===== src/rtl/issue_sched_sb_if.sv =====
// Decode-group and issue-result bundle for the N-wide issue scheduler.
// The decoder is master; the scheduler is slave.
interface issue_sched_sb_if #(
    parameter int NUM_SLOTS = 2
);
    localparam int ICW = $clog2(NUM_SLOTS + 1);

    logic                   flush;
    logic [NUM_SLOTS-1:0]   slot_valid;
    logic [5*NUM_SLOTS-1:0] rs1;
    logic [5*NUM_SLOTS-1:0] rs2;
    logic [5*NUM_SLOTS-1:0] rd;
    logic [NUM_SLOTS-1:0]   use_rs1;
    logic [NUM_SLOTS-1:0]   use_rs2;
    logic [NUM_SLOTS-1:0]   reg_write;
    logic [NUM_SLOTS-1:0]   mem_read;
    logic [NUM_SLOTS-1:0]   mem_write;
    logic [NUM_SLOTS-1:0]   branch;
    logic [NUM_SLOTS-1:0]   jump;
    logic [NUM_SLOTS-1:0]   is_lui;
    logic [NUM_SLOTS-1:0]   is_auipc;
    logic [NUM_SLOTS-1:0]   system;
    logic [NUM_SLOTS-1:0]   issue_vec;
    logic [ICW-1:0]         issue_cnt;
    logic                   stall_if;
    logic                   halted;
    logic [31:0]            busy_vec;
    logic [31:0]            load_pending_vec;

    modport master (
        output flush, slot_valid, rs1, rs2, rd,
        output use_rs1, use_rs2, reg_write,
        output mem_read, mem_write, branch, jump,
        output is_lui, is_auipc, system,
        input  issue_vec, issue_cnt, stall_if,
        input  halted, busy_vec, load_pending_vec
    );

    modport slave (
        input  flush, slot_valid, rs1, rs2, rd,
        input  use_rs1, use_rs2, reg_write,
        input  mem_read, mem_write, branch, jump,
        input  is_lui, is_auipc, system,
        output issue_vec, issue_cnt, stall_if,
        output halted, busy_vec, load_pending_vec
    );
endinterface


===== src/rtl/issue_sched_sb.sv =====
// N-wide in-order issue scheduler with per-register latency scoreboard.
// Issues the longest hazard-free prefix; halts for good after a SYSTEM.
module issue_sched_sb #(
    parameter int NUM_SLOTS = 2,
    parameter int ALU_LAT   = 1,
    parameter int LOAD_LAT  = 2,
    parameter int CW        = $clog2(LOAD_LAT + 1)
) (
    input logic             clk,
    input logic             rst,
    issue_sched_sb_if.slave sb
);
    localparam int ICW = $clog2(NUM_SLOTS + 1);

    typedef enum logic {RUN, HALT} state_t;

    state_t state;
    state_t state_nx;
    logic   run;
    logic   halted;

    logic [CW-1:0] cnt [32];
    logic [31:0]   lp;
    logic [31:0]   busy;
    logic [31:0]   set_r;
    logic [31:0]   set_ld;

    logic [4:0] a1  [NUM_SLOTS];
    logic [4:0] a2  [NUM_SLOTS];
    logic [4:0] dst [NUM_SLOTS];

    logic [NUM_SLOTS-1:0] v1;
    logic [NUM_SLOTS-1:0] v2;
    logic [NUM_SLOTS-1:0] wr;
    logic [NUM_SLOTS-1:0] ld;
    logic [NUM_SLOTS-1:0] mem;
    logic [NUM_SLOTS-1:0] bj;
    logic [NUM_SLOTS-1:0] iss;
    logic [ICW-1:0]       pop;

    always_comb begin
        for (int k = 0; k < NUM_SLOTS; k++) begin
            a1[k]  = sb.rs1[5*k +: 5];
            a2[k]  = sb.rs2[5*k +: 5];
            dst[k] = sb.rd[5*k +: 5];
            v1[k]  = sb.use_rs1[k] && (a1[k] != 5'd0);
            v2[k]  = sb.use_rs2[k] && (a2[k] != 5'd0);
            wr[k]  = sb.reg_write[k] && (dst[k] != 5'd0);
            ld[k]  = sb.mem_read[k] && wr[k];
            mem[k] = sb.mem_read[k] || sb.mem_write[k];
            bj[k]  = sb.branch[k] || sb.jump[k];
        end
    end

    always_comb begin
        busy = '0;
        for (int r = 1; r < 32; r++)
            busy[r] = (cnt[r] != '0);
    end

    // ok carries "every older slot issued and none was a SYSTEM"
    always_comb begin
        logic ok;
        logic haz;
        iss = '0;
        ok  = run;
        for (int k = 0; k < NUM_SLOTS; k++) begin
            if (k == 0) begin
                haz = (v1[k] && busy[a1[k]] && lp[a1[k]])
                   || (v2[k] && busy[a2[k]] && lp[a2[k]])
                   || (wr[k] && lp[dst[k]]);
            end else begin
                haz = (v1[k] && busy[a1[k]])
                   || (v2[k] && busy[a2[k]])
                   || (wr[k] && busy[dst[k]])
                   || sb.jump[k] || sb.is_lui[k]
                   || sb.is_auipc[k];
                for (int j = 0; j < k; j++) begin
                    if (wr[j] && v1[k] && a1[k] == dst[j])
                        haz = 1'b1;
                    if (wr[j] && v2[k] && a2[k] == dst[j])
                        haz = 1'b1;
                    if (wr[k] && wr[j] && dst[k] == dst[j])
                        haz = 1'b1;
                    if (wr[k] && v1[j] && a1[j] == dst[k])
                        haz = 1'b1;
                    if (wr[k] && v2[j] && a2[j] == dst[k])
                        haz = 1'b1;
                    if (mem[k] && mem[j])
                        haz = 1'b1;
                    if (bj[k] && bj[j])
                        haz = 1'b1;
                end
            end
            iss[k] = ok && sb.slot_valid[k]
                  && (sb.system[k] || !haz);
            ok = iss[k] && !sb.system[k];
        end
    end

    always_comb begin
        pop = '0;
        for (int k = 0; k < NUM_SLOTS; k++)
            pop = pop + ICW'(iss[k]);
    end

    // WAW is blocked in-group, so at most one issuing writer per rd
    always_comb begin
        set_r  = '0;
        set_ld = '0;
        for (int k = 0; k < NUM_SLOTS; k++) begin
            if (iss[k] && wr[k]) begin
                set_r[dst[k]]  = 1'b1;
                set_ld[dst[k]] = ld[k];
            end
        end
    end

    always_ff @(posedge clk) begin
        if (rst || sb.flush) begin
            for (int r = 0; r < 32; r++)
                cnt[r] <= '0;
            lp <= '0;
        end else begin
            for (int r = 0; r < 32; r++) begin
                if (set_r[r]) begin
                    cnt[r] <= set_ld[r] ? CW'(LOAD_LAT)
                                        : CW'(ALU_LAT);
                    lp[r]  <= set_ld[r];
                end else if (cnt[r] != '0) begin
                    cnt[r] <= cnt[r] - CW'(1);
                    if (cnt[r] == CW'(1))
                        lp[r] <= 1'b0;
                end
            end
        end
    end

    always_ff @(posedge clk) begin
        if (rst)
            state <= RUN;
        else
            state <= state_nx;
    end

    always_comb begin
        state_nx = state;
        if (state == RUN && !sb.flush && |(iss & sb.system))
            state_nx = HALT;
    end

    always_comb begin
        run    = (state == RUN);
        halted = (state == HALT);
    end

    assign sb.issue_vec        = iss;
    assign sb.issue_cnt        = pop;
    assign sb.stall_if         = sb.slot_valid[0] && !iss[0] && run;
    assign sb.halted           = halted;
    assign sb.busy_vec         = busy;
    assign sb.load_pending_vec = {lp[31:1], 1'b0};
endmodule


===== src/flat_wrapper.sv =====
// flat-port wrapper written by rule: the top's interface ports become plain ports
module issue_sched_sb_flat 
#(
    parameter int NUM_SLOTS = 2,
    parameter int ALU_LAT   = 1,
    parameter int LOAD_LAT  = 2,
    parameter int CW        = $clog2(LOAD_LAT + 1)
)
  (clk, rst, sb_flush, sb_slot_valid, sb_rs1, sb_rs2, sb_rd, sb_use_rs1, sb_use_rs2, sb_reg_write, sb_mem_read, sb_mem_write, sb_branch, sb_jump, sb_is_lui, sb_is_auipc, sb_system, sb_issue_vec, sb_issue_cnt, sb_stall_if, sb_halted, sb_busy_vec, sb_load_pending_vec);
  issue_sched_sb_if #(.NUM_SLOTS(NUM_SLOTS)) sb_i ();
  input logic clk;
  input logic rst;
  input wire logic [$bits(sb_i.flush)-1:0] sb_flush;
  input wire logic [$bits(sb_i.slot_valid)-1:0] sb_slot_valid;
  input wire logic [$bits(sb_i.rs1)-1:0] sb_rs1;
  input wire logic [$bits(sb_i.rs2)-1:0] sb_rs2;
  input wire logic [$bits(sb_i.rd)-1:0] sb_rd;
  input wire logic [$bits(sb_i.use_rs1)-1:0] sb_use_rs1;
  input wire logic [$bits(sb_i.use_rs2)-1:0] sb_use_rs2;
  input wire logic [$bits(sb_i.reg_write)-1:0] sb_reg_write;
  input wire logic [$bits(sb_i.mem_read)-1:0] sb_mem_read;
  input wire logic [$bits(sb_i.mem_write)-1:0] sb_mem_write;
  input wire logic [$bits(sb_i.branch)-1:0] sb_branch;
  input wire logic [$bits(sb_i.jump)-1:0] sb_jump;
  input wire logic [$bits(sb_i.is_lui)-1:0] sb_is_lui;
  input wire logic [$bits(sb_i.is_auipc)-1:0] sb_is_auipc;
  input wire logic [$bits(sb_i.system)-1:0] sb_system;
  output wire logic [$bits(sb_i.issue_vec)-1:0] sb_issue_vec;
  output wire logic [$bits(sb_i.issue_cnt)-1:0] sb_issue_cnt;
  output wire logic [$bits(sb_i.stall_if)-1:0] sb_stall_if;
  output wire logic [$bits(sb_i.halted)-1:0] sb_halted;
  output wire logic [$bits(sb_i.busy_vec)-1:0] sb_busy_vec;
  output wire logic [$bits(sb_i.load_pending_vec)-1:0] sb_load_pending_vec;
  assign sb_i.flush = sb_flush;
  assign sb_i.slot_valid = sb_slot_valid;
  assign sb_i.rs1 = sb_rs1;
  assign sb_i.rs2 = sb_rs2;
  assign sb_i.rd = sb_rd;
  assign sb_i.use_rs1 = sb_use_rs1;
  assign sb_i.use_rs2 = sb_use_rs2;
  assign sb_i.reg_write = sb_reg_write;
  assign sb_i.mem_read = sb_mem_read;
  assign sb_i.mem_write = sb_mem_write;
  assign sb_i.branch = sb_branch;
  assign sb_i.jump = sb_jump;
  assign sb_i.is_lui = sb_is_lui;
  assign sb_i.is_auipc = sb_is_auipc;
  assign sb_i.system = sb_system;
  assign sb_issue_vec = sb_i.issue_vec;
  assign sb_issue_cnt = sb_i.issue_cnt;
  assign sb_stall_if = sb_i.stall_if;
  assign sb_halted = sb_i.halted;
  assign sb_busy_vec = sb_i.busy_vec;
  assign sb_load_pending_vec = sb_i.load_pending_vec;
  issue_sched_sb #(.NUM_SLOTS(NUM_SLOTS), .ALU_LAT(ALU_LAT), .LOAD_LAT(LOAD_LAT), .CW(CW)) u_core (.clk(clk), .rst(rst), .sb(sb_i));
endmodule

===== config.mk =====
export PLATFORM = sky130hd
export DESIGN_NAME = issue_sched_sb_flat
export DESIGN_NICKNAME = d
export VERILOG_FILES = /design/src/rtl/issue_sched_sb_if.sv /design/src/rtl/issue_sched_sb.sv /design/src/flat_wrapper.sv
export SDC_FILE = /design/constraint.sdc
export NUM_CORES = 1
export LEC_CHECK = 0
export ABC_AREA = 1
export BUFFER_PORTS_ARGS = -buffer_cell sky130_fd_sc_hd__buf_4
export CORE_ASPECT_RATIO = 0.8
export CORE_MARGIN = 2
export CORE_UTILIZATION = 45
export CTS_CLUSTER_DIAMETER = 50
export DETAILED_ROUTE_END_ITERATION = 6
export PLACE_DENSITY = 0.72
export SLEW_MARGIN = 15
export SYNTH_ARGS = -nofsm -noshare
export SYNTH_HDL_FRONTEND = slang
export SYNTH_SLANG_ARGS = --single-unit

===== constraint.sdc =====
create_clock -name clk -period 6.2 [get_ports clk]
set_clock_uncertainty 0.05 [all_clocks]
set_input_delay 0.93 -clock clk [delete_from_list [all_inputs] [get_ports clk]]
set_output_delay 0.93 -clock clk [all_outputs]
set_load 0.005 [all_outputs]

==> metrics.txt, run 1 <==
switching pwr=0.737 mW; Final nets=1927; Synth Area in XOR/XNOR=1.31%; Worst-Skew Late Latency=0.37 ns; compound-gate portion of the synthesized area=9.89%; final worst-path cycle share=78.1%; Total Power=1.98 mW; CTS Buffer Depth=2; first-pass GRT wire length=61300 um; area added between synthesis and finish=10.1%; Setup TNS Final=0 ns; pwr/cell area=167 nW/um2; clk root buf=clkbuf_16; boundary pin count=125; core box area=23400 um2; clock sink count=97; DR WL/cell=19.0 um; min-delay worst type=reg -> reg; Post-Synth Simple-Gate Area=43.3%; vias per std cell=5.77; Yosys top cell by area=edfxtp_1; EDFF count, synth=64; sequential element share of the synthesized area=24.1%; Crit path largest cell delay=0.39 ns; FP Rows=50; die area=25100 um2; synthesized area=10700 um2; setup bufs post-CTS=0; Switching Fraction=37.3%; CP Launch Type=primary input; WP data required=5.22 ns; DR pass1 iterations=6; top-count cell post-synth=nand2_1; Async SR Flop Fraction=0%; GRT Resource Usage Total=31.8%; final hold vios=0; CP Cell Sequence=buf_4, inv_2, nand2_2, inv_1, nand2_1, nand4_1, nand2_1, nand2_1, nor2_1, nand2_1, nand2_1, nand3_1, nand2_1, nand3_2, nor2_2, ha_1, buf_4; Final Critical Period=4.84 ns; crit-path max FO=11; DP HPWL=30200 um; Synth area leaders=edfxtp_1, nand2_1, nand3_1; critical path capture point type=output port; CTS tree=built; Post-Syn Area per Cell=6.06 um2; Post-Synth Adder-Cell Area=7.59%; cts hold-fix bufs=0; Max VDD drop=116 uV; Post-CTS Resized=0; status=complete, no violations; upper clock frequency limit=206 MHz; CTS clock-pin slew for the worst setup and hold paths=0.08 ns; Ys Warns=0; Port Buffer Count=120; share of cells above drive strength 1=11.6%; Final ANT Viol Nets=0; largest net degree at the start of global routing=63; starting density of the core=45.8%; antenna violations before repair=2; most frequent CP cell=nand2_1; Slew @ Worst Pin=1.08 ns; Max Slew Vio Count=0; internal power=1.24 mW; Gate power share=31.3%; H-tree depth=3; synthesized flop and latch total=97; Synth top cells by count=nand2_1, nor2_1, inv_1; Post-Place Cell Area=11500 um2; Clock Power Share=30.8%; Final GP Congestion=1.01; Synth Flop Type=edfxtp_1; die height=142 um; kind of critical path=in -> out; worst path arrival time=3.86 ns; vias in the first global route=10900; Final Instance Area=11800 um2; Post-Place Setup Slack=1.42 ns; Critical-path top delay cell=nand2_1; RSZ-0062 raised after global routing=false; Die Wd=177 um; initial DRC count=1675; CTS Buf Count=9; max_cap viols=0; synth unique cells=41; Max-slew headroom=28.1%; # DRC=0; Mapped Cells=1769; LEAKAGE=5.41 nW; largest family of logic cells by synthesized area=simple AND/OR/NAND/NOR gates; power share of the sequential group=38.0%; Yosys top cell area share=17.9%; post-layout util=50.4%; final setup violation count=0; final WL=40400 um; via count of the routed design=12300; Setup WS post-layout=1.36 ns; GRT Residual Overflow=0; post-synthesis mux area share=0%
path summary, 6_finish.rpt:
| kind | start | endpoint | slack [ns] | depth (start not counted) |
|---|---|---|---|---|
| worst max-delay path | sb_rd[1] | sb_issue_cnt[0] | 1.36 | 17 |
| worst min register to register | u_core.sb.halted | u_core.sb.halted | 0.46 | 2 |
| worst min-delay path | u_core.sb.halted | u_core.sb.halted | 0.46 | 2 |
| worst max register to register | u_core.cnt[0][44] | u_core.cnt[0][55] | 1.67 | 19 |
area by class of cell:
type,count,area (um2)
Tap cell,312,390
Timing Repair Buffer,132,991
Antenna cell,1,2.50
Clock buffer,9,225
Fill cell,2421,11600
Multi-Input combinational cell,1336,6660
Clock inverter,7,77.6
Inverter,231,867
Sequential cell,97,2580
registers in the layout, indices dropped and copies added (netlist names):
signal	cells
u_core.lp	32
u_core.cnt	64
u_core.sb.halted	1
metal layers:
layer,global-route usage [%],routed length [um]
met1,45.6,17400
met2,45.4,15900
met3,8.87,5700
met4,11.3,1340
met5,0,0
power groups by stage:
| stage | Combinational (mW) | Clock (mW) | Sequential (mW) |
|---|---|---|---|
| 6_report | 0.618 | 0.608 | 0.750 |
| 5_1_grt | 0.670 | 0.636 | 0.755 |
| 4_1_cts | 0.596 | 0.615 | 0.750 |
| 3_5_place_dp | 0.593 | 0 | 0.765 |
| 3_3_place_gp | 0.583 | 0 | 0.763 |
| 2_1_floorplan | 0.373 | 0 | 0.758 |
kinds of logic (layout without fill, tap and decap cells):
| family | count (synthesis) | count (layout) |
|---|---|---|
| adders and majority gates | 65 | 65 |
| and+or+nand+nor | 1051 | 1051 |
| AOI/OAI and AO/OA | 202 | 202 |
| xor gates and xnor gates | 16 | 16 |
| buffers and inverters | 337 | 379 |
| other | 1 | 3 |
| DFF | 97 | 97 |
metrics by stage:
stage / hold WS [ns] / instances
after floorplan: 0.392 / 1770
after detailed placement: 0.453 / 2108
final: 0.457 / 2125
after global placement: 0.427 / 2108
after CTS: 0.464 / 2124
after global routing: 0.483 / 2124
critical path: cells and delay by family:
family	cells	cell delay [ns]
adders and majority gates	1	0.26
and+or+nand+nor	12	1.96
buffers and inverters	4	0.69
placed cells by master (no fill, tap or decap), drive strengths merged:
cell type	n
a21oi	97
a31oi	2
and2	1
buf	132
bufinv	1
clkbuf	9
clkinv	6
clkinvlp	1
conb	2
dfxtp	33
diode	1
edfxtp	64
ha	65
inv	230
nand2	522
nand3	167
nand3b	2
nand4	106
nor2	222
nor3	30
o211ai	8
o21ai	90
o22a	1
o22ai	3
o32ai	1
or2	1
xnor2	10
xor2	6
Note: power is estimated with default switching activity, not from simulation.
==> run 2: changes to the inputs <==
--- a/config.mk
+++ b/config.mk
@@ -5,14 +5,14 @@
 export SDC_FILE = /design/constraint.sdc
 export NUM_CORES = 1
 export LEC_CHECK = 0
-export ABC_AREA = 1
+export ABC_AREA = 0
 export BUFFER_PORTS_ARGS = -buffer_cell sky130_fd_sc_hd__buf_4
 export CORE_ASPECT_RATIO = 0.8
 export CORE_MARGIN = 2
 export CORE_UTILIZATION = 45
 export CTS_CLUSTER_DIAMETER = 50
 export DETAILED_ROUTE_END_ITERATION = 6
-export PLACE_DENSITY = 0.72
+export PLACE_DENSITY = 0.75
 export SLEW_MARGIN = 15
 export SYNTH_ARGS = -nofsm -noshare
 export SYNTH_HDL_FRONTEND = slang
==> constraint.sdc (replaced) <==
create_clock -name clk -period 3.9 [get_ports clk]
set_clock_uncertainty 0.05 [all_clocks]
set_input_delay 0.585 -clock clk [delete_from_list [all_inputs] [get_ports clk]]
set_output_delay 0.585 -clock clk [all_outputs]
set_load 0.005 [all_outputs]
==> run 2 against run 1 <==
Compared with the run above:
- the run now ends with negative setup slack left
- synthesized cell count shrank 33%
- area after synthesis shrank 7.3%
- highest routed layer unchanged
- non-clock buffer count grew 172
- sequential power grew 67%
- sequential share of layout area shrank 1.7 points
- largest power group is now combinational cells
- wire length shrank 4.7%
==> metrics.txt, run 2 <==
status=complete, but fails checks; violated checks=negative setup slack; number of flip-flops in the largest register=64; upper clock frequency limit=255 MHz; Final Instance Area=12800 um2; Die Wd=170 um; Worst-Skew Late Latency=0.36 ns; CTS tree=built; Total Power=3.83 mW; DR top layer=met4; area added between synthesis and finish=28.8%; Synth top cells by count=inv_1, nand2_1, nand3_1; die area=23300 um2; post-layout util=59.2%; via count of the routed design=10700; GRT Residual Overflow=0; # DRC=0; largest net degree at the start of global routing=35; CTS Buf Count=9; pwr/cell area=299 nW/um2; worst path arrival time=3.29 ns; Multi-input gate area=6760 um2; clock sink count=97; DR WL/cell=23.0 um; hold path startpoint=rst; Ys Warns=0; DR pass1 iterations=6; Final nets=1516; GRT Resource Usage Total=32.8%; critical path capture point type=output port; sequential element share of the synthesized area=26.0%; Crit path largest cell delay=0.44 ns; LEAKAGE=5.22 nW; Post-Place Setup Slack=-0.0904 ns; CTS Buffer Depth=2; crit path from=u_core.cnt[0][38]; min-delay worst type=in -> reg; CTS clock-pin slew for the worst setup and hold paths=0.06 ns; placed cell count=1626; Max Slew Vio Count=0; Final Critical Period=3.93 ns; number of diodes=0; die height=137 um; WP data required=3.26 ns; Max VDD drop=197 uV; Reg2Reg Launch Point=u_core.cnt[0][38]; antenna violations before repair=1; EDFF count, synth=64; Final GP Congestion=1.07; largest register by flop count=u_core.cnt; crit-path leading delay family=compound AO/OA/AOI/OAI gates; CP Launch Type=flop; Buf+Inv Stages, Crit Path=5; DP HPWL=29600 um; RSZ-0062 raised after global routing=true; met3 routed wirelength=5610 um; crit-path max FO=7; Final ANT Viol Nets=0; vias in the first global route=10000; cts hold-fix bufs=0; final worst-path cycle share=101%; initial DRC count=1570; vias per std cell=6.40; final WL=38500 um; Post-Syn Area per Cell=8.39 um2; Post-Place Cell Area=11800 um2; boundary pin count=125; fin cells=1675; H-tree depth=3; WL met2=15900 um; Synth Flop Type=edfxtp_1; clk root buf=clkbuf_16; Port Buffer Count=120; Yosys top cell area share=19.4%; hold slack=0.366 ns; first-pass GRT wire length=57900 um; Async SR Flop Fraction=0%; Fillers=1892; kind of critical path=reg -> out; most frequent cells in the layout=buf_4, inv_1, nand2_1; synth unique cells=92; synthesized flop and latch total=97; Setup WS post-layout=-0.0260 ns; Max-slew headroom=41.9%; synthesized area=9930 um2; Critical-path top delay cell=edfxtp_1; Synth area leaders=edfxtp_1, ha_1, dfxtp_1; FP Rows=48; Metal-1 WL=15800 um; top-count cell post-synth=inv_1; core box area=21600 um2; CP Cell Sequence=inv_1, ha_1, buf_4, inv_1, a311o_1, a31oi_1, a211oi_2, a221oi_4, nand2_2, or2_4, nor3_2, buf_4, ha_4, buf_6; Yosys top cell by area=edfxtp_1; register area=2580 um2; share of cells above drive strength 1=33.3%; starting density of the core=45.9%; Mapped Cells=1183; final hold vios=0; Slew @ Worst Pin=0.865 ns; commonest non-fill, non-tap cell in the layout=buf_4; max_cap viols=0; Setup TNS Final=-0.0260 ns; final setup violation count=1
==> run 2: changes by cell type after synthesis, moves of 24 or more <==
cell / before / now
nor2_1: 208 / 55
nand2_1: 509 / 83
nand3_1: 165 / 77
nand2b_1: 0 / 24
a21oi_1: 97 / 58
mux2i_1: 0 / 34
inv_1: 204 / 124
o21ai_0: 70 / 32
nand4_1: 106 / 10
and3_1: 0 / 29
==> run 2: area by class of cell <==
class,count,area share [%]
Inverter,124,3.64
Clock inverter,5,0.450
Clock buffer,10,1.79
Timing Repair Buffer,304,18.4
Tap cell,275,2.69
Multi-Input combinational cell,860,52.8
Sequential cell,97,20.2
==> run 2: final timing paths <==
path	to	slack [ns]	cells after the start
min	u_core.sb.halted	0.37	2
max	sb_issue_cnt[0]	-0.03	14
min reg2reg	u_core.lp[0]	0.44	2
max reg2reg	u_core.lp[7]	0.07	17
==> run 2: kinds of logic after synthesis <==
group | count (synthesis) | synth area share [%]
XOR/XNOR | 25 | 2.20
adder cells (fa/ha/maj) | 65 | 8.19
flip-flops | 97 | 26.0
AND/OR/NAND/NOR | 454 | 25.5
other | 1 | 0.0378
AO/OA/AOI/OAI | 241 | 17.4
multiplexers | 73 | 10.4
buffers and inverters | 227 | 10.3
==> run 2: metal layers <==
layer  vias up  track usage (%)
met3       104             10.5
met1      5112             46.1
met2       758             48.1
li1       4749                -
met4         0             9.45
met5         -                0
==> run 2: what timing repair did <==
| action | in CTS | in global routing |
|---|---|---|
| endpoints found under the setup margin | 6 | 93 |
| setup buffers | 27 | 8 |
| pin swaps | 13 | 9 |
| gates resized for setup | 64 | 47 |
==> run 2: power by group <==
| group | total, mW | switching [mW] | internal (mW) |
|---|---|---|---|
| sequential | 1.25 | 0.0466 | 1.20 |
| combinational | 1.67 | 0.906 | 0.763 |
| clock | 0.907 | 0.414 | 0.493 |
| total | 3.83 | 1.37 | 2.46 |
